<file path="src/rtl/fib_pkg.sv">
// Shared definitions for the Fibonacci sequence generator: FSM state
// encodings and overflow-mode selectors.
package fib_pkg;

  typedef enum logic [1:0] {
    ST_IDLE = 2'd0,
    ST_RUN  = 2'd1,
    ST_DONE = 2'd2,
    ST_OVF  = 2'd3
  } fib_state_t;

  localparam logic MODE_STOP = 1'b0;
  localparam logic MODE_WRAP = 1'b1;

endpackage : fib_pkg

</file>
<file path="src/rtl/fib_term_reg.sv">
// Term register pair for the Fibonacci generator.
// a is the term currently presented and b is the next one. b_c is the carry
// produced when b was computed, i.e. it marks b as a wrapped (overflowed) term.
module fib_term_reg #(
  parameter int WIDTH = 6
) (
  input  logic             clock,
  input  logic             reset,
  input  logic             load,
  input  logic             advance,
  input  logic [WIDTH-1:0] seed_a,
  input  logic [WIDTH-1:0] seed_b,
  output logic [WIDTH-1:0] a,
  output logic             b_c
);

  logic [WIDTH-1:0] a_r;
  logic [WIDTH-1:0] b_r;
  logic             b_c_r;
  logic [WIDTH:0]   sum_s;

  // Add the two truncated terms one bit wider so the top bit is the carry.
  always_comb begin
    sum_s = {1'b0, a_r} + {1'b0, b_r};
  end

  // Load seeds on start, shift the pair forward on each accepted term, else hold.
  always_ff @(posedge clock or posedge reset) begin
    if (reset) begin
      a_r   <= {WIDTH{1'b0}};
      b_r   <= {WIDTH{1'b0}};
      b_c_r <= 1'b0;
    end else if (load) begin
      a_r   <= seed_a;
      b_r   <= seed_b;
      b_c_r <= 1'b0;
    end else if (advance) begin
      a_r   <= b_r;
      b_r   <= sum_s[WIDTH-1:0];
      b_c_r <= sum_s[WIDTH];
    end else begin
      a_r   <= a_r;
      b_r   <= b_r;
      b_c_r <= b_c_r;
    end
  end

  assign a   = a_r;
  assign b_c = b_c_r;

endmodule : fib_term_reg

</file>
<file path="src/rtl/fib_seq_gen.sv">
// Parametrised Fibonacci sequence generator with programmable seeds and term
// count, a valid/ready output stream, overflow stop/wrap modes and abort.
// The term arithmetic lives in fib_term_reg; this level owns the FSM,
// the term index and the status flags.
module fib_seq_gen
  import fib_pkg::*;
#(
  parameter int WIDTH = 6,
  parameter int CNT_W = 8
) (
  input  logic             clock,
  input  logic             reset,
  input  logic             start,
  input  logic             abort,
  input  logic             mode,
  input  logic [WIDTH-1:0] seed_a,
  input  logic [WIDTH-1:0] seed_b,
  input  logic [CNT_W-1:0] num_terms,
  input  logic             out_ready,
  output logic [WIDTH-1:0] aout,
  output logic             out_valid,
  output logic [CNT_W-1:0] index,
  output logic             done,
  output logic             overflow,
  output logic [1:0]       state
);

  localparam logic [CNT_W-1:0] CNT_ZERO = {CNT_W{1'b0}};
  localparam logic [CNT_W-1:0] CNT_ONE  = {{(CNT_W-1){1'b0}}, 1'b1};

  fib_state_t       state_r;
  logic [CNT_W-1:0] n_r;
  logic [CNT_W-1:0] index_r;
  logic             out_valid_r;
  logic             done_r;
  logic             overflow_r;

  logic [WIDTH-1:0] a_s;
  logic             b_c_s;
  logic             accept_s;
  logic             last_s;
  logic             stop_hit_s;
  logic             load_s;
  logic             advance_s;

  // Decode handshake and term-register controls; abort suppresses any load or advance.
  always_comb begin
    accept_s   = out_valid_r && out_ready;
    last_s     = (index_r == (n_r - CNT_ONE));
    stop_hit_s = (mode == MODE_STOP) && b_c_s;
    if (abort) begin
      load_s    = 1'b0;
      advance_s = 1'b0;
    end else if (state_r == ST_RUN) begin
      load_s    = 1'b0;
      advance_s = accept_s && !last_s && !stop_hit_s;
    end else begin
      load_s    = start;
      advance_s = 1'b0;
    end
  end

  fib_term_reg #(
    .WIDTH (WIDTH)
  ) u_term (
    .clock   (clock),
    .reset   (reset),
    .load    (load_s),
    .advance (advance_s),
    .seed_a  (seed_a),
    .seed_b  (seed_b),
    .a       (a_s),
    .b_c     (b_c_s)
  );

  // Sequencing FSM with registered status outputs, term count and index.
  always_ff @(posedge clock or posedge reset) begin
    if (reset) begin
      state_r     <= ST_IDLE;
      n_r         <= CNT_ZERO;
      index_r     <= CNT_ZERO;
      out_valid_r <= 1'b0;
      done_r      <= 1'b0;
      overflow_r  <= 1'b0;
    end else if (abort) begin
      state_r     <= ST_IDLE;
      out_valid_r <= 1'b0;
      done_r      <= 1'b0;
      overflow_r  <= 1'b0;
    end else begin
      case (state_r)
        ST_IDLE, ST_DONE, ST_OVF: begin
          if (start) begin
            n_r        <= num_terms;
            index_r    <= CNT_ZERO;
            overflow_r <= 1'b0;
            if (num_terms == CNT_ZERO) begin
              state_r     <= ST_DONE;
              out_valid_r <= 1'b0;
              done_r      <= 1'b1;
            end else begin
              state_r     <= ST_RUN;
              out_valid_r <= 1'b1;
              done_r      <= 1'b0;
            end
          end else begin
            state_r <= state_r;
          end
        end
        ST_RUN: begin
          if (accept_s) begin
            if (last_s) begin
              state_r     <= ST_DONE;
              out_valid_r <= 1'b0;
              done_r      <= 1'b1;
            end else if (stop_hit_s) begin
              // The wrapped term is withheld; stop with the flag raised.
              state_r     <= ST_OVF;
              out_valid_r <= 1'b0;
              overflow_r  <= 1'b1;
            end else begin
              index_r <= index_r + CNT_ONE;
              // In wrap mode the flag rises as the wrapped term reaches aout.
              if (b_c_s) begin
                overflow_r <= 1'b1;
              end else begin
                overflow_r <= overflow_r;
              end
            end
          end else begin
            state_r <= state_r;
          end
        end
        default: begin
          state_r     <= ST_IDLE;
          out_valid_r <= 1'b0;
          done_r      <= 1'b0;
        end
      endcase
    end
  end

  assign aout      = a_s;
  assign out_valid = out_valid_r;
  assign index     = index_r;
  assign done      = done_r;
  assign overflow  = overflow_r;
  assign state     = state_r;

endmodule : fib_seq_gen

</file>
<file path="config.mk">
export PLATFORM = sky130hd
export DESIGN_NAME = fib_seq_gen
export DESIGN_NICKNAME = d
export VERILOG_FILES = /design/src/rtl/fib_pkg.sv /design/src/rtl/fib_term_reg.sv /design/src/rtl/fib_seq_gen.sv
export SDC_FILE = /design/constraint.sdc
export NUM_CORES = 1
export LEC_CHECK = 0
export CORE_AREA = 2 2 76 78
export CTS_CLUSTER_DIAMETER = 50
export DETAILED_ROUTE_END_ITERATION = 6
export DIE_AREA = 0 0 78 80
export GPL_ROUTABILITY_DRIVEN = 1
export PLACE_DENSITY_LB_ADDON = 0.15
export SLEW_MARGIN = 20
export SYNTH_ARGS = -nofsm -noshare
export SYNTH_HDL_FRONTEND = slang
export SYNTH_SLANG_ARGS = --single-unit
</file>
<file path="constraint.sdc">
create_clock -name clock -period 2.3 [get_ports clock]
set_input_delay 0.46 -clock clock [delete_from_list [all_inputs] [get_ports clock]]
set_output_delay 0.46 -clock clock [all_outputs]
set_load 0.01 [all_outputs]
</file>
# Word level (Yosys, flattened, before mapping)
# Index checks and enable logic that the tools add are counted.
[totals]
ff_bits = 34
inputBits = 26
out_inout_bits = 19
word_cells = 85
[classes]
addsub = 3
n_eq_ne = 14
n_mux = 42
bitwise_logic = 2
n_reduce_logical = 15
[op_table]
columns = ["cell", "n"]
rows = [
  ["8-bit 2-to-1 mux", 4],
  ["6-bit 2-to-1 mux", 4],
  ["1-bit 2-to-1 mux", 23],
  ["8-bit one-hot mux with 2 select lines", 1],
  ["2-bit 2-to-1 mux", 6],
  ["3-bit inequality test (second input constant)", 4],
  ["3-bit AND reduction", 3],
  ["8-bit by 1-bit adder with 8-bit output (second input constant)", 1],
  ["8-bit equality test", 1],
  ["8-bit logical NOT", 1],
  ["2-bit inequality test (second input constant)", 4],
  ["8-bit by 1-bit subtractor with 8-bit output (second input constant)", 1],
  ["6-bit by 6-bit adder with 7-bit output", 1],
  ["1-bit one-hot mux with 2 select lines", 3],
  ["5-bit AND reduction", 1],
  ["2-bit equality test (second input constant)", 2],
  ["1-bit logical AND", 4],
  ["4-bit by 3-bit inequality test with 1-bit output (second input constant)", 1],
  ["4-bit inequality test (second input constant)", 1],
  ["2-bit one-hot mux with 2 select lines", 1],
  ["4-bit AND reduction", 1],
  ["3-bit OR reduction", 1],
  ["2-bit by 1-bit equality test with 1-bit output (second input constant)", 1],
  ["1-bit logical NOT", 2],
  ["other kinds (3)", 4],
]

# Logic depth before layout (Yosys ltp)
# Gate-level depths: netlist (run 1).
[logic_depth]
ltp_word = 9
depth_mapped = 12
depth_no_buf = 9

# Hierarchy
# A second synthesis (run 1) with hierarchy kept.
[hier_totals]
cells_unflattened = 229
hier_area_um2 = 2153.3
[by_module_without_submodules]
columns = ["module", "instances", "cells_per_inst", "area_per_inst_um2", "seq_area_each_um2"]
rows = [
  ["fib_seq_gen", 1, 144, 1325.0, 525.5],
  ["fib_term_reg", 1, 85, 828.3, 325.3],
]

# Worst setup path before layout (run 1)
# Ideal clock, no wire load.
[synth_timing]
path_kind = "flip-flop to flip-flop"
from = "register n_r[0]"
to = "register index_r[4] (netlist: index[4])"
setup_ns = 0.079
arrival_time_ns = 2.282
required_ns = 2.221
path_slack_ns = -0.061
stages_incl_launch_ff = 13
n_path_buf = 3
period_less_slack_ns = 2.361
cell_sequence = "dfrtp_1 inv_1 ha_1 clkbuf_2 o21ba_2 a221oi_1 a41oi_1 a211o_1 and2_4 buf_6 buf_6 nand4_2 mux2i_1"
[synth_via]
elab_chain_cells = 4
[synth_rtl]
columns = ["element", "line", "source"]
rows = [
  ["start: declaration", "fib_seq_gen.sv:32", "logic [CNT_W-1:0] n_r;"],
  ["start signal: assignment", "fib_seq_gen.sv:94", "n_r <= num_terms;"],
  ["8-bit by 1-bit subtractor with 8-bit output", "fib_seq_gen.sv:49", "last_s = (index_r == (n_r - CNT_ONE));"],
  ["8-bit equality test", "fib_seq_gen.sv:49", ""],
  ["2-bit inequality test (no source line)", "--", ""],
  ["5-bit AND reduction (no source line)", "--", ""],
  ["end signal: assignment", "fib_seq_gen.sv:122", "index_r <= index_r + CNT_ONE;"],
  ["end: declaration", "fib_seq_gen.sv:33", "logic [CNT_W-1:0] index_r;"],
]
# Every way passes these cells.
# A chain may end at the register's enable or synchronous reset.

# Worst setup path in the final report (run 1)
[layout_timing]
from = "register n_r[2]"
to = "register u_term.a_r[5] (netlist: u_term.a[5])"
[layout_via]
elab_chain_cells = 8
[layout_rtl]
columns = ["element", "line", "source"]
rows = [
  ["8-bit by 1-bit subtractor with 8-bit output", "fib_seq_gen.sv:49", ""],
  ["8-bit equality test", "fib_seq_gen.sv:49", ""],
  ["1-bit logical NOT", "fib_seq_gen.sv:56", "advance_s = accept_s && !last_s && !stop_hit_s;"],
  ["1-bit logical AND (2 in a row)", "fib_seq_gen.sv:56", ""],
  ["1-bit 2-to-1 mux", "fib_seq_gen.sv:54", "end else if (state_r == ST_RUN) begin"],
  ["1-bit 2-to-1 mux", "fib_seq_gen.sv:51", "if (abort) begin"],
  ["2-bit nonzero test (no source line)", "--", ""],
  ["end signal: assignment", "fib_term_reg.sv:30", "a_r <= {WIDTH{1'b0}};"],
  ["end signal: assignment", "fib_term_reg.sv:38", "a_r <= b_r;"],
  ["end signal: assignment", "fib_term_reg.sv:42", "a_r <= a_r;"],
  ["end: declaration", "fib_term_reg.sv:17", "logic [WIDTH-1:0] a_r;"],
]
# Every way passes these cells.

==> flow_results.xml, run 1 <==
<?xml version="1.0" encoding="UTF-8"?>
<metrics>
  <group name="synth">
    <metric name="synth.ff_latch_count" unit="">34</metric>
    <metric name="top_area_cell_type_share_of_the_netlist_area" unit="">0.4091</metric>
    <metric name="synth_top_cells_by_area" unit="">dfrtp_1 (41%), nand2_1 (8.3%), ha_1 (4.8%), xnor2_1 (3.4%), nor2_1 (3.1%)</metric>
    <metric name="syn_inst" unit="">233</metric>
    <metric name="synth_top_cell_by_area" unit="">dfrtp_1</metric>
    <metric name="ys_seq_area_frac" unit="">0.4091</metric>
    <metric name="cell_variety_after_synth" unit="">48</metric>
    <metric name="post_synth_instance_area" unit="µm²">2079</metric>
    <metric name="yosys_warnings" unit="">0</metric>
    <metric name="syn_avg_cell_area" unit="µm²">8.925</metric>
    <metric name="synth_fp_nets" unit="">268</metric>
  </group>
  <group name="finish">
    <metric name="finalNetCount" unit="">330</metric>
    <metric name="seq_area" unit="µm²">850.8</metric>
    <metric name="fillers" unit="">523</metric>
    <metric name="final_core_utilization" unit="">0.5289</metric>
    <metric name="antenna_cells" unit="">0</metric>
    <metric name="stdcell_count" unit="">368</metric>
    <metric name="multi_input_comb_area" unit="µm²">1165</metric>
    <metric name="drive_gt1_frac" unit="">0.1385</metric>
    <metric name="synthToLayoutAreaGrowth" unit="%">37.48</metric>
    <metric name="postLayoutCellArea" unit="µm²">2859</metric>
  </group>
  <group name="timing">
    <metric name="finalHoldViolCount" unit="">0</metric>
    <metric name="final-max-slew-violation-count" unit="">0</metric>
    <metric name="clock_skew" unit="ns">0.006781</metric>
    <metric name="setup_viol" unit="">0</metric>
    <metric name="worstMarginPinSlew" unit="ns">0.4414</metric>
    <metric name="timing.final.crit_share" unit="">0.9531</metric>
    <metric name="period_needed" unit="ns">2.192</metric>
    <metric name="rsz0062_at_grt" unit="">yes</metric>
    <metric name="worst_slew_margin_rel" unit="">0.7057</metric>
    <metric name="maxClockFrequency" unit="MHz">456.2</metric>
    <metric name="setup_total_negative_slack" unit="ns">0</metric>
  </group>
  <group name="run">
    <metric name="max_cap_viol_count" unit="">0</metric>
  </group>
  <group name="placement">
    <metric name="placement.io_buffers" unit="">44</metric>
    <metric name="place_congestion" unit="">0.8259</metric>
    <metric name="number_of_instances_in_the_placed_design" unit="">357</metric>
    <metric name="half_perimeter_wire_length_of_the_detailed_placement_result" unit="mm">3.793</metric>
    <metric name="placement.cell_area" unit="µm²">2701</metric>
  </group>
  <group name="critical_path">
    <metric name="crit_path_cell_count" unit="">7</metric>
    <metric name="cpLargestDelayFamily" unit="">compound AO/OA/AOI/OAI gates</metric>
    <metric name="worst_ep_required_time" unit="ns">2.47</metric>
    <metric name="worstPathCellList" unit="">nor4_4 -&gt; nand2_1 -&gt; o31a_1 -&gt; a211o_1 -&gt; and2_4 -&gt; a22o_1 -&gt; a21o_1</metric>
    <metric name="path_buf_inv" unit="">0</metric>
    <metric name="startpoint_class" unit="">flop</metric>
    <metric name="setup.worst_path.end_class" unit="">flop</metric>
    <metric name="timing.critical_path.arrival" unit="ns">2.37</metric>
    <metric name="ff2ff_path_depth" unit="">7</metric>
    <metric name="crit_path_top_delay_cell" unit="">dfrtp_1</metric>
    <metric name="timing.critical_path.fanout_max" unit="">15</metric>
    <metric name="cp_slowest_stage_delay" unit="ns">0.41</metric>
    <metric name="timing.setup.critical_path_class" unit="">flop to flop</metric>
  </group>
  <group name="cts">
    <metric name="clock_buffers_created_by_tritoncts" unit="">5</metric>
    <metric name="cts.reportedPaths.clkPinSlew" unit="ns">0.07</metric>
    <metric name="clock_latency" unit="ns">0.29</metric>
    <metric name="htree_levels" unit="">2</metric>
    <metric name="tritoncts_clock_tree" unit="">built</metric>
    <metric name="cts.root.buffer_cell" unit="">clkbuf_8</metric>
    <metric name="clock_path_buffers" unit="">2</metric>
    <metric name="ctsHoldBuffers" unit="">0</metric>
    <metric name="cts.sinks" unit="">34</metric>
  </group>
  <group name="global_route">
    <metric name="grt_pass1_wl" unit="mm">8.942</metric>
    <metric name="antenna_found_initial" unit="">0</metric>
    <metric name="grt_overflow_total" unit="">0</metric>
    <metric name="gr-usage-all-layers" unit="">0.1792</metric>
    <metric name="grt_max_degree" unit="">35</metric>
    <metric name="first_global_vias" unit="">1957</metric>
  </group>
  <group name="detailed_routing">
    <metric name="drt_drc_violations_left" unit="">0</metric>
    <metric name="route.detailed.vias_per_inst" unit="">5.139</metric>
    <metric name="initialDrtViolationCount" unit="">81</metric>
    <metric name="first_pass_iters" unit="">6</metric>
    <metric name="route.vias.total" unit="">1891</metric>
    <metric name="post_drt_wl_per_cell" unit="µm">13.65</metric>
    <metric name="ant_nets" unit="">0</metric>
    <metric name="wl" unit="mm">5.023</metric>
  </group>
  <group name="pwr">
    <metric name="cellPowerDensity" unit="nW/µm²">1158</metric>
    <metric name="leakagePower" unit="nW">1.308</metric>
    <metric name="power.ir.vdd_worst" unit="mV">0.5478</metric>
  </group>
  <group name="min_path">
    <metric name="min_delay_path_depth" unit="">2</metric>
    <metric name="worstHoldPathType" unit="">flop to flop</metric>
  </group>
  <group name="floorplanning">
    <metric name="floorplan.rows" unit="">27</metric>
    <metric name="placeableCoreArea" unit="µm²">5405</metric>
    <metric name="floorplan.initialDensity" unit="">0.3847</metric>
    <metric name="die_height" unit="µm">80</metric>
    <metric name="die_footprint" unit="µm²">6240</metric>
    <metric name="io-pin-count" unit="">45</metric>
    <metric name="floorplan.die.width" unit="µm">78</metric>
  </group>
  <group name="status">
    <metric name="outcome" unit="">complete, no violations</metric>
  </group>
</metrics>
[layout make-up]
type | count | area share
multi-input combinational | 177 | 0.4074
clock buffer | 8 | 0.03851
tap | 72 | 0.03151
sequential | 34 | 0.2976
timing repair buffer | 65 | 0.2092
inverter | 12 | 0.01575
[cell usage after synthesis, drive strengths merged]
cell	instances
a211o	1
a211oi	2
a21o	7
a21oi	9
a221oi	1
a22o	4
a22oi	1
a2bb2oi	1
a31oi	5
a41oi	1
and2	2
and3	1
buf	4
clkbuf	6
dfrtp	34
fa	1
ha	8
inv	12
mux2	1
mux2i	5
nand2	46
nand2b	4
nand3	10
nand4	2
nand4b	1
nor2	17
nor2b	3
nor3	5
nor4	1
o211ai	1
o21a	1
o21ai	8
o21ba	1
o21bai	4
o221ai	2
o311ai	1
o31a	1
o41ai	2
or3	1
or4	2
xnor2	8
xor2	6
[layout by cell type (no fill, tap or decap), types with 2 or more instances in the layout]
cell	netlist	routed
xnor2_1	8	8
o21ai_1	2	3
dfrtp_1	34	34
o21bai_1	4	4
inv_1	12	12
a22o_1	4	4
nor3_1	5	4
or4_1	2	2
a21oi_1	9	9
nand2b_1	4	4
a31oi_1	5	5
o21ai_0	6	5
ha_1	8	7
a21o_1	7	7
clkbuf_8	0	8
o221ai_1	2	2
buf_4	1	21
nor2b_1	3	3
nand2_1	46	45
clkdlybuf4s50_1	0	44
nand3_1	10	10
mux2i_1	5	5
o41ai_1	2	2
xor2_1	6	6
nor2_1	17	16
[report_power, final]
group	internal [mW]	switching, mW
logic	0.922	0.834
clock network	0.302	0.218
registers	0.822	0.214
[flip-flops by register name, indices dropped and copies added, names as in the netlist]
register    flops
done            1
index           8
n_r             8
out_valid       1
overflow        1
state           2
u_term.a        6
u_term.b_c      1
u_term.b_r      6
[stage by stage]
stage	power [mW]	worst slack [ns]	hold slack [ns]
2_1_floorplan	2.168	-0.03121	0.4655
3_3_place_gp	2.730	0.05175	0.4830
3_5_place_dp	2.760	0.01299	0.4924
4_1_cts	3.297	0.001615	0.5087
5_1_grt	3.635	-0.006741	0.5441
6_report	3.312	0.1080	0.5063
[kinds of logic after synthesis]
group | share of synthesized area
simple gates | 0.2172
compound gates | 0.1775
xor+xnor | 0.05897
fa+ha+maj | 0.05776
buf+inv | 0.04994
flops | 0.4091
mux | 0.02948
[worst paths after layout]
kind | from | endpoint | slack (ns)
hold / removal | n_r[7] | n_r[7] | 0.51
setup reg to reg | n_r[2] | u_term.a[5] | 0.11
min in group asynchronous | reset | u_term.a[5] | 0.57
hold reg to reg | n_r[7] | n_r[7] | 0.51
setup / recovery | n_r[2] | u_term.a[5] | 0.11
max in group asynchronous | reset | u_term.b_r[0] | 1.42
[worst reg2reg max path: cells and delay by family, from the launching register on]
family	cells	cell delay (ns)
DFF	1	0.41
and+or+nand+nor	3	0.64
AOI/OAI and AO/OA	4	1.02
[what timing repair did]
action                                  in CTS  in global routing
buffers inserted                             0                  3
pin swaps                                    0                  2
endpoints found under the setup margin       2                 21
resized for setup                            2                  4
[metal layers]
layer / track usage / part of all wire / vias to the layer above / wire [µm]
met3: 0.03733 / 0.033 / 7 / 166
li1: - / - / 935 / -
met1: 0.2270 / 0.47 / 901 / 2349
met5: 0 / 0 / - / 0
met2: 0.3138 / 0.49 / 48 / 2444
met4: 0.04211 / 0.013 / 0 / 63
No activity file was read; power rests on OpenSTA's default activity.
==> run 2, diff against run 1 <==
--- a/config.mk
+++ b/config.mk
@@ -11,6 +11,7 @@
 export DIE_AREA = 0 0 78 80
 export GPL_ROUTABILITY_DRIVEN = 1
 export PLACE_DENSITY_LB_ADDON = 0.15
+export SETUP_SLACK_MARGIN = 0.02
 export SLEW_MARGIN = 20
 export SYNTH_ARGS = -nofsm -noshare
 export SYNTH_HDL_FRONTEND = slang
==> run 2 against run 1 <==
Global-route usage about the same. Highest routed layer unchanged. Die area unchanged. Total power up 0.83%. Clock skew barely moved. Register-to-register slack improved by 0.03 ns. Combinational power is essentially flat. Non-clock buffer count did not move. Clock-buffer cell count is the same. Worst setup slack improved by 0.033 ns. Critical path type unchanged. First-iteration DRC count increased by 6.2%. Sequential share of layout area down 0.27 points. Wire length up 2.2%.
==> flow_results.xml, run 2 (same netlist as run 1, synthesis figures left out) <==
<?xml version="1.0" encoding="UTF-8"?>
<metrics>
  <group name="status">
    <metric name="outcome" unit="">complete, no violations</metric>
  </group>
  <group name="finish">
    <metric name="antenna_cells" unit="">0</metric>
    <metric name="finalNetCount" unit="">331</metric>
    <metric name="layout_commonest_cell" unit="">nand2_1</metric>
    <metric name="most-common-layout-cells" unit="">nand2_1 (45), clkdlybuf4s50_1 (44), dfrtp_1 (34)</metric>
    <metric name="postLayoutCellArea" unit="µm²">2885</metric>
    <metric name="stdcell_count" unit="">369</metric>
    <metric name="drive_gt1_frac" unit="">0.1515</metric>
    <metric name="seq_area" unit="µm²">850.8</metric>
    <metric name="multi_input_comb_area" unit="µm²">1191</metric>
    <metric name="fillers" unit="">519</metric>
    <metric name="synthToLayoutAreaGrowth" unit="%">38.75</metric>
  </group>
  <group name="timing">
    <metric name="maxClockFrequency" unit="MHz">463.1</metric>
    <metric name="timing.final.crit_share" unit="">0.9389</metric>
    <metric name="final-max-slew-violation-count" unit="">0</metric>
    <metric name="setup_viol" unit="">0</metric>
    <metric name="worst_slew_margin_rel" unit="">0.7040</metric>
    <metric name="hold_slack" unit="ns">0.5075</metric>
    <metric name="worstMarginPinSlew" unit="ns">0.4439</metric>
    <metric name="period_needed" unit="ns">2.160</metric>
    <metric name="clock_skew" unit="ns">0.006493</metric>
    <metric name="finalHoldViolCount" unit="">0</metric>
    <metric name="setup_total_negative_slack" unit="ns">0</metric>
    <metric name="rsz0062_at_grt" unit="">no</metric>
    <metric name="final_critical_path_setup_slack" unit="ns">0.1405</metric>
  </group>
  <group name="critical_path">
    <metric name="crit_path_top_delay_cell" unit="">dfrtp_1</metric>
    <metric name="startpoint_class" unit="">flop</metric>
    <metric name="worst_ep_required_time" unit="ns">2.47</metric>
    <metric name="worstPathCellList" unit="">nor4_4 -&gt; nand2_1 -&gt; o31a_1 -&gt; a211o_4 -&gt; and2_4 -&gt; a22o_1 -&gt; a21o_1</metric>
    <metric name="cp_slowest_stage_delay" unit="ns">0.41</metric>
    <metric name="timing.critical_path.fanout_max" unit="">8</metric>
    <metric name="timing.critical_path.arrival" unit="ns">2.33</metric>
    <metric name="setup.worst_path.end_class" unit="">flop</metric>
    <metric name="timing.setup.critical_path_class" unit="">flop to flop</metric>
  </group>
  <group name="floorplanning">
    <metric name="io-pin-count" unit="">45</metric>
    <metric name="die_footprint" unit="µm²">6240</metric>
    <metric name="floorplan.rows" unit="">27</metric>
    <metric name="placeableCoreArea" unit="µm²">5405</metric>
    <metric name="die_height" unit="µm">80</metric>
    <metric name="floorplan.die.width" unit="µm">78</metric>
    <metric name="floorplan.initialDensity" unit="">0.3847</metric>
  </group>
  <group name="cts">
    <metric name="ctsHoldBuffers" unit="">0</metric>
    <metric name="clock_path_buffers" unit="">2</metric>
    <metric name="clock_buffers_created_by_tritoncts" unit="">5</metric>
    <metric name="cts.reportedPaths.clkPinSlew" unit="ns">0.07</metric>
    <metric name="cts.root.buffer_cell" unit="">clkbuf_8</metric>
    <metric name="htree_levels" unit="">2</metric>
    <metric name="tritoncts_clock_tree" unit="">built</metric>
    <metric name="cts.sinks" unit="">34</metric>
    <metric name="clock_latency" unit="ns">0.28</metric>
  </group>
  <group name="placement">
    <metric name="placement.io_buffers" unit="">44</metric>
    <metric name="preCtsSetupSlack" unit="ns">0.01299</metric>
    <metric name="number_of_instances_in_the_placed_design" unit="">357</metric>
    <metric name="half_perimeter_wire_length_of_the_detailed_placement_result" unit="mm">3.793</metric>
    <metric name="placement.cell_area" unit="µm²">2701</metric>
    <metric name="place_congestion" unit="">0.8259</metric>
  </group>
  <group name="pwr">
    <metric name="switching_share" unit="">0.3845</metric>
    <metric name="power.net_switching" unit="mW">1.284</metric>
    <metric name="clock_power_share" unit="">0.156</metric>
    <metric name="power.combinational.fraction" unit="">0.533</metric>
    <metric name="power.ir.vdd_worst" unit="mV">0.5468</metric>
    <metric name="power_report.internal_total" unit="mW">2.056</metric>
    <metric name="cellPowerDensity" unit="nW/µm²">1157</metric>
    <metric name="power.sequential.fraction" unit="">0.311</metric>
    <metric name="leakagePower" unit="nW">1.316</metric>
  </group>
  <group name="global_route">
    <metric name="antenna_found_initial" unit="">0</metric>
    <metric name="gr-usage-all-layers" unit="">0.1790</metric>
    <metric name="grt_pass1_wl" unit="mm">8.928</metric>
    <metric name="first_global_vias" unit="">1959</metric>
    <metric name="grt_max_degree" unit="">35</metric>
    <metric name="grt_overflow_total" unit="">0</metric>
  </group>
  <group name="detailed_routing">
    <metric name="initialDrtViolationCount" unit="">86</metric>
    <metric name="ant_nets" unit="">0</metric>
    <metric name="drt_drc_violations_left" unit="">0</metric>
    <metric name="route.vias.total" unit="">1895</metric>
    <metric name="wl" unit="mm">5.135</metric>
    <metric name="first_pass_iters" unit="">4</metric>
    <metric name="route.detailed.vias_per_inst" unit="">5.136</metric>
    <metric name="post_drt_wl_per_cell" unit="µm">13.92</metric>
  </group>
  <group name="run">
    <metric name="max_cap_viol_count" unit="">0</metric>
  </group>
  <group name="min_path">
    <metric name="worstHoldPathType" unit="">flop to flop</metric>
  </group>
</metrics>
-- run 2: changes by cell type in the layout (fill, tap and decap cells not counted), sizes merged --
cell / previous run / this run
and2: 2 / 3
-- run 2: worst max-delay path: cells and delay by family, from the launching register on --
family          cells  cell delay, ns
compound gates      4            1.03
simple gates        3            0.60
flops               1            0.41
-- run 2: final timing paths --
kind	start	depth (start not counted)	end	slack [ns]
max in group asynchronous	reset	3	n_r[1]	1.41
hold / removal	n_r[7]	2	n_r[7]	0.51
min in group asynchronous	reset	3	u_term.a[5]	0.57
setup / recovery	n_r[2]	7	u_term.a[5]	0.14
setup reg to reg	n_r[2]	7	u_term.a[5]	0.14
hold reg to reg	n_r[7]	2	n_r[7]	0.51
-- run 2: layout make-up --
type / count / share of cell area
clock buffer: 8 / 0.03816
inverter: 12 / 0.01561
timing repair buffer: 65 / 0.2073
tap: 72 / 0.03122
multi-input combinational: 178 / 0.4128
sequential: 34 / 0.2949
-- run 2: timing repair --
| item | 4_1_cts | 5_1_grt |
|---|---|---|
| gates cloned | 0 | 1 |
| endpoints found under the setup margin | 6 | 19 |
| pin swaps | 0 | 4 |
| gates resized for setup | 3 | 7 |
| buffers inserted | 0 | 3 |
-- run 2: power by group through the flow --
stage / logic (mW) / registers (mW) / clock network, mW
after floorplan: 1.09 / 1.08 / 0
after global placement: 1.69 / 1.04 / 0
after detailed placement: 1.72 / 1.04 / 0
after CTS: 1.75 / 1.03 / 0.535
after global routing: 2.02 / 1.07 / 0.570
final: 1.78 / 1.04 / 0.521
-- run 2: stage by stage --
stage          power (mW)  utilization
2_1_floorplan       2.168            -
3_3_place_gp        2.730       0.4998
3_5_place_dp        2.760       0.4998
4_1_cts             3.323       0.5225
5_1_grt             3.659       0.5338
6_report            3.339       0.5338
-- run 2: layer usage --
layer / part of all wire / GRT usage / vias up / routed length (µm)
met5: 0 / 0 / - / 0
met4: 0.011 / 0.04211 / 0 / 57
met3: 0.030 / 0.03733 / 6 / 153
met2: 0.49 / 0.3138 / 40 / 2540
met1: 0.46 / 0.2262 / 910 / 2384
li1: - / - / 939 / -
==> run 3, diff against run 2 <==
==> constraint.sdc (replaced) <==
create_clock -name clock -period 1.8 [get_ports clock]
set_input_delay 0.36 -clock clock [delete_from_list [all_inputs] [get_ports clock]]
set_output_delay 0.36 -clock clock [all_outputs]
set_load 0.01 [all_outputs]
==> run 3 against run 2 <==
The flow now finishes with violations (negative setup slack). First-iteration DRC count is 44% lower. Worst setup slack got worse by 0.56 ns. Critical path depth rose by 3. Critical endpoint is now out_valid. Largest power group unchanged. Highest routed layer unchanged.
==> flow_results.xml, run 3 (same netlist as run 1, synthesis figures left out) <==
<?xml version="1.0" encoding="UTF-8"?>
<metrics>
  <group name="timing">
    <metric name="timing.final.crit_share" unit="">1.235</metric>
    <metric name="period_needed" unit="ns">2.222</metric>
    <metric name="worstMarginPinSlew" unit="ns">0.4488</metric>
    <metric name="finalHoldViolCount" unit="">0</metric>
    <metric name="setup_viol" unit="">26</metric>
    <metric name="final-max-slew-violation-count" unit="">0</metric>
    <metric name="maxClockFrequency" unit="MHz">450.0</metric>
    <metric name="hold_slack" unit="ns">0.4524</metric>
    <metric name="clock_skew" unit="ns">0.005175</metric>
    <metric name="final_critical_path_setup_slack" unit="ns">-0.4223</metric>
    <metric name="rsz0062_at_grt" unit="">yes</metric>
    <metric name="worst_slew_margin_rel" unit="">0.7008</metric>
  </group>
  <group name="floorplanning">
    <metric name="die_height" unit="µm">80</metric>
    <metric name="floorplan.rows" unit="">27</metric>
    <metric name="floorplan.initialDensity" unit="">0.3847</metric>
    <metric name="placeableCoreArea" unit="µm²">5405</metric>
    <metric name="io-pin-count" unit="">45</metric>
    <metric name="die_footprint" unit="µm²">6240</metric>
    <metric name="floorplan.die.width" unit="µm">78</metric>
  </group>
  <group name="finish">
    <metric name="most-common-layout-cells" unit="">buf_4 (47), clkdlybuf4s50_1 (43), nand2_1 (42)</metric>
    <metric name="antenna_cells" unit="">0</metric>
    <metric name="drive_gt1_frac" unit="">0.2500</metric>
    <metric name="layout_commonest_cell" unit="">buf_4</metric>
    <metric name="final_core_utilization" unit="">0.5729</metric>
    <metric name="stdcell_count" unit="">396</metric>
    <metric name="finalNetCount" unit="">359</metric>
    <metric name="synthToLayoutAreaGrowth" unit="%">48.92</metric>
  </group>
  <group name="cts">
    <metric name="clock_buffers_created_by_tritoncts" unit="">5</metric>
    <metric name="clock_path_buffers" unit="">2</metric>
    <metric name="ctsHoldBuffers" unit="">0</metric>
    <metric name="clock_latency" unit="ns">0.29</metric>
    <metric name="cts.sinks" unit="">34</metric>
    <metric name="htree_levels" unit="">2</metric>
    <metric name="cts.reportedPaths.clkPinSlew" unit="ns">0.07</metric>
    <metric name="cts.root.buffer_cell" unit="">clkbuf_8</metric>
    <metric name="tritoncts_clock_tree" unit="">built</metric>
  </group>
  <group name="placement">
    <metric name="number_of_instances_in_the_placed_design" unit="">381</metric>
    <metric name="place_congestion" unit="">0.8071</metric>
    <metric name="half_perimeter_wire_length_of_the_detailed_placement_result" unit="mm">3.972</metric>
    <metric name="placement.io_buffers" unit="">44</metric>
    <metric name="preCtsSetupSlack" unit="ns">-0.5005</metric>
  </group>
  <group name="detailed_routing">
    <metric name="route.vias.total" unit="">1938</metric>
    <metric name="post_drt_wl_per_cell" unit="µm">13.96</metric>
    <metric name="ant_nets" unit="">0</metric>
    <metric name="first_pass_iters" unit="">4</metric>
    <metric name="wl" unit="mm">5.527</metric>
    <metric name="initialDrtViolationCount" unit="">48</metric>
    <metric name="route.detailed.vias_per_inst" unit="">4.894</metric>
    <metric name="drt_drc_violations_left" unit="">0</metric>
  </group>
  <group name="global_route">
    <metric name="antenna_found_initial" unit="">0</metric>
    <metric name="grt_max_degree" unit="">35</metric>
    <metric name="first_global_vias" unit="">1892</metric>
    <metric name="gr-usage-all-layers" unit="">0.1795</metric>
    <metric name="grt_overflow_total" unit="">0</metric>
    <metric name="grt_pass1_wl" unit="mm">8.666</metric>
  </group>
  <group name="pwr">
    <metric name="leakagePower" unit="nW">1.445</metric>
    <metric name="switching_share" unit="">0.3896</metric>
    <metric name="power.net_switching" unit="mW">1.718</metric>
    <metric name="clock_power_share" unit="">0.123</metric>
    <metric name="p_total" unit="mW">4.411</metric>
    <metric name="power_report.internal_total" unit="mW">2.693</metric>
    <metric name="power.combinational.fraction" unit="">0.586</metric>
    <metric name="power.ir.vdd_worst" unit="mV">0.8301</metric>
    <metric name="power.sequential.fraction" unit="">0.291</metric>
    <metric name="cellPowerDensity" unit="nW/µm²">1424</metric>
  </group>
  <group name="critical_path">
    <metric name="worst_ep_required_time" unit="ns">1.98</metric>
    <metric name="timing.critical_path.fanout_max" unit="">6</metric>
    <metric name="timing.setup.critical_path_class" unit="">flop to flop</metric>
    <metric name="startpoint_class" unit="">flop</metric>
    <metric name="timing.critical_path.arrival" unit="ns">2.40</metric>
    <metric name="setup.worst_path.end_class" unit="">flop</metric>
  </group>
  <group name="min_path">
    <metric name="worstHoldPathType" unit="">input pin to async pin</metric>
  </group>
  <group name="status">
    <metric name="outcome" unit="">finished, violations left</metric>
    <metric name="violations" unit="">negative setup slack</metric>
  </group>
  <group name="run">
    <metric name="max_cap_viol_count" unit="">0</metric>
  </group>
</metrics>
## run 3: repair_timing
action	CTS	global route
pin swaps	8	8
buffers inserted	4	3
gates cloned	1	0
hold endpoints to repair	0	0
setup endpoints to repair	27	27
gates resized for setup	12	10
## run 3: path summary, 6_finish.rpt
kind,start,end,slack [ns],cells after the start
worst min register to register,n_r[7],n_r[7],0.50,2
min in group clock,n_r[7],n_r[7],0.50,2
worst min-delay path,reset,done,0.45,3
worst max register to register,n_r[2],out_valid,-0.42,10
max in group asynchronous,reset,index[6],0.99,3
worst max-delay path,n_r[2],out_valid,-0.42,10
## run 3: power groups by stage
stage	Sequential [mW]	Clock [mW]	Combinational, mW
3_3_place_gp	1.29	0	2.38
6_report	1.28	0.543	2.58
2_1_floorplan	1.38	0	1.39
5_1_grt	1.32	0.585	2.86
3_5_place_dp	1.29	0	2.42
4_1_cts	1.29	0.549	2.53
## run 3: area by class of cell
type | count | area [µm²]
clock inverter | 2 | 10.01
sequential | 34 | 852.1
inverter | 12 | 45.04
clock buffer | 5 | 68.82
timing repair buffer | 93 | 814.5
tap | 72 | 90.09
multi-input combinational | 178 | 1216
fill | 500 | 2308
## run 3: metrics by stage
| step | cell area [µm²] | setup TNS (ns) |
|---|---|---|
| floorplan | 2103 | -10.25 |
| global placement | 2882 | -7.965 |
| detailed placement | 2882 | -10.56 |
| CTS | 3038 | -7.458 |
| global route | 3097 | -11.47 |
| finish | 3097 | -9.200 |
## run 3: worst max-delay path, stage by stage (launching register included)
cell	delay (ns)
dfrtp_1	0.41
nor4_4	0.32
buf_4	0.16
nand2_2	0.04
o31a_1	0.24
a211o_4	0.38
buf_4	0.15
buf_6	0.11
nand2_2	0.08
nor2_2	0.06
a21o_1	0.16
## run 3: per-layer routing
metal / GRT usage / share of wire / up-vias
met5: 0 / 0 / -
met4: 0.06316 / 0.012 / 0
met3: 0.03733 / 0.028 / 6
met2: 0.3060 / 0.49 / 27
met1: 0.2255 / 0.47 / 917
li1: - / - / 988
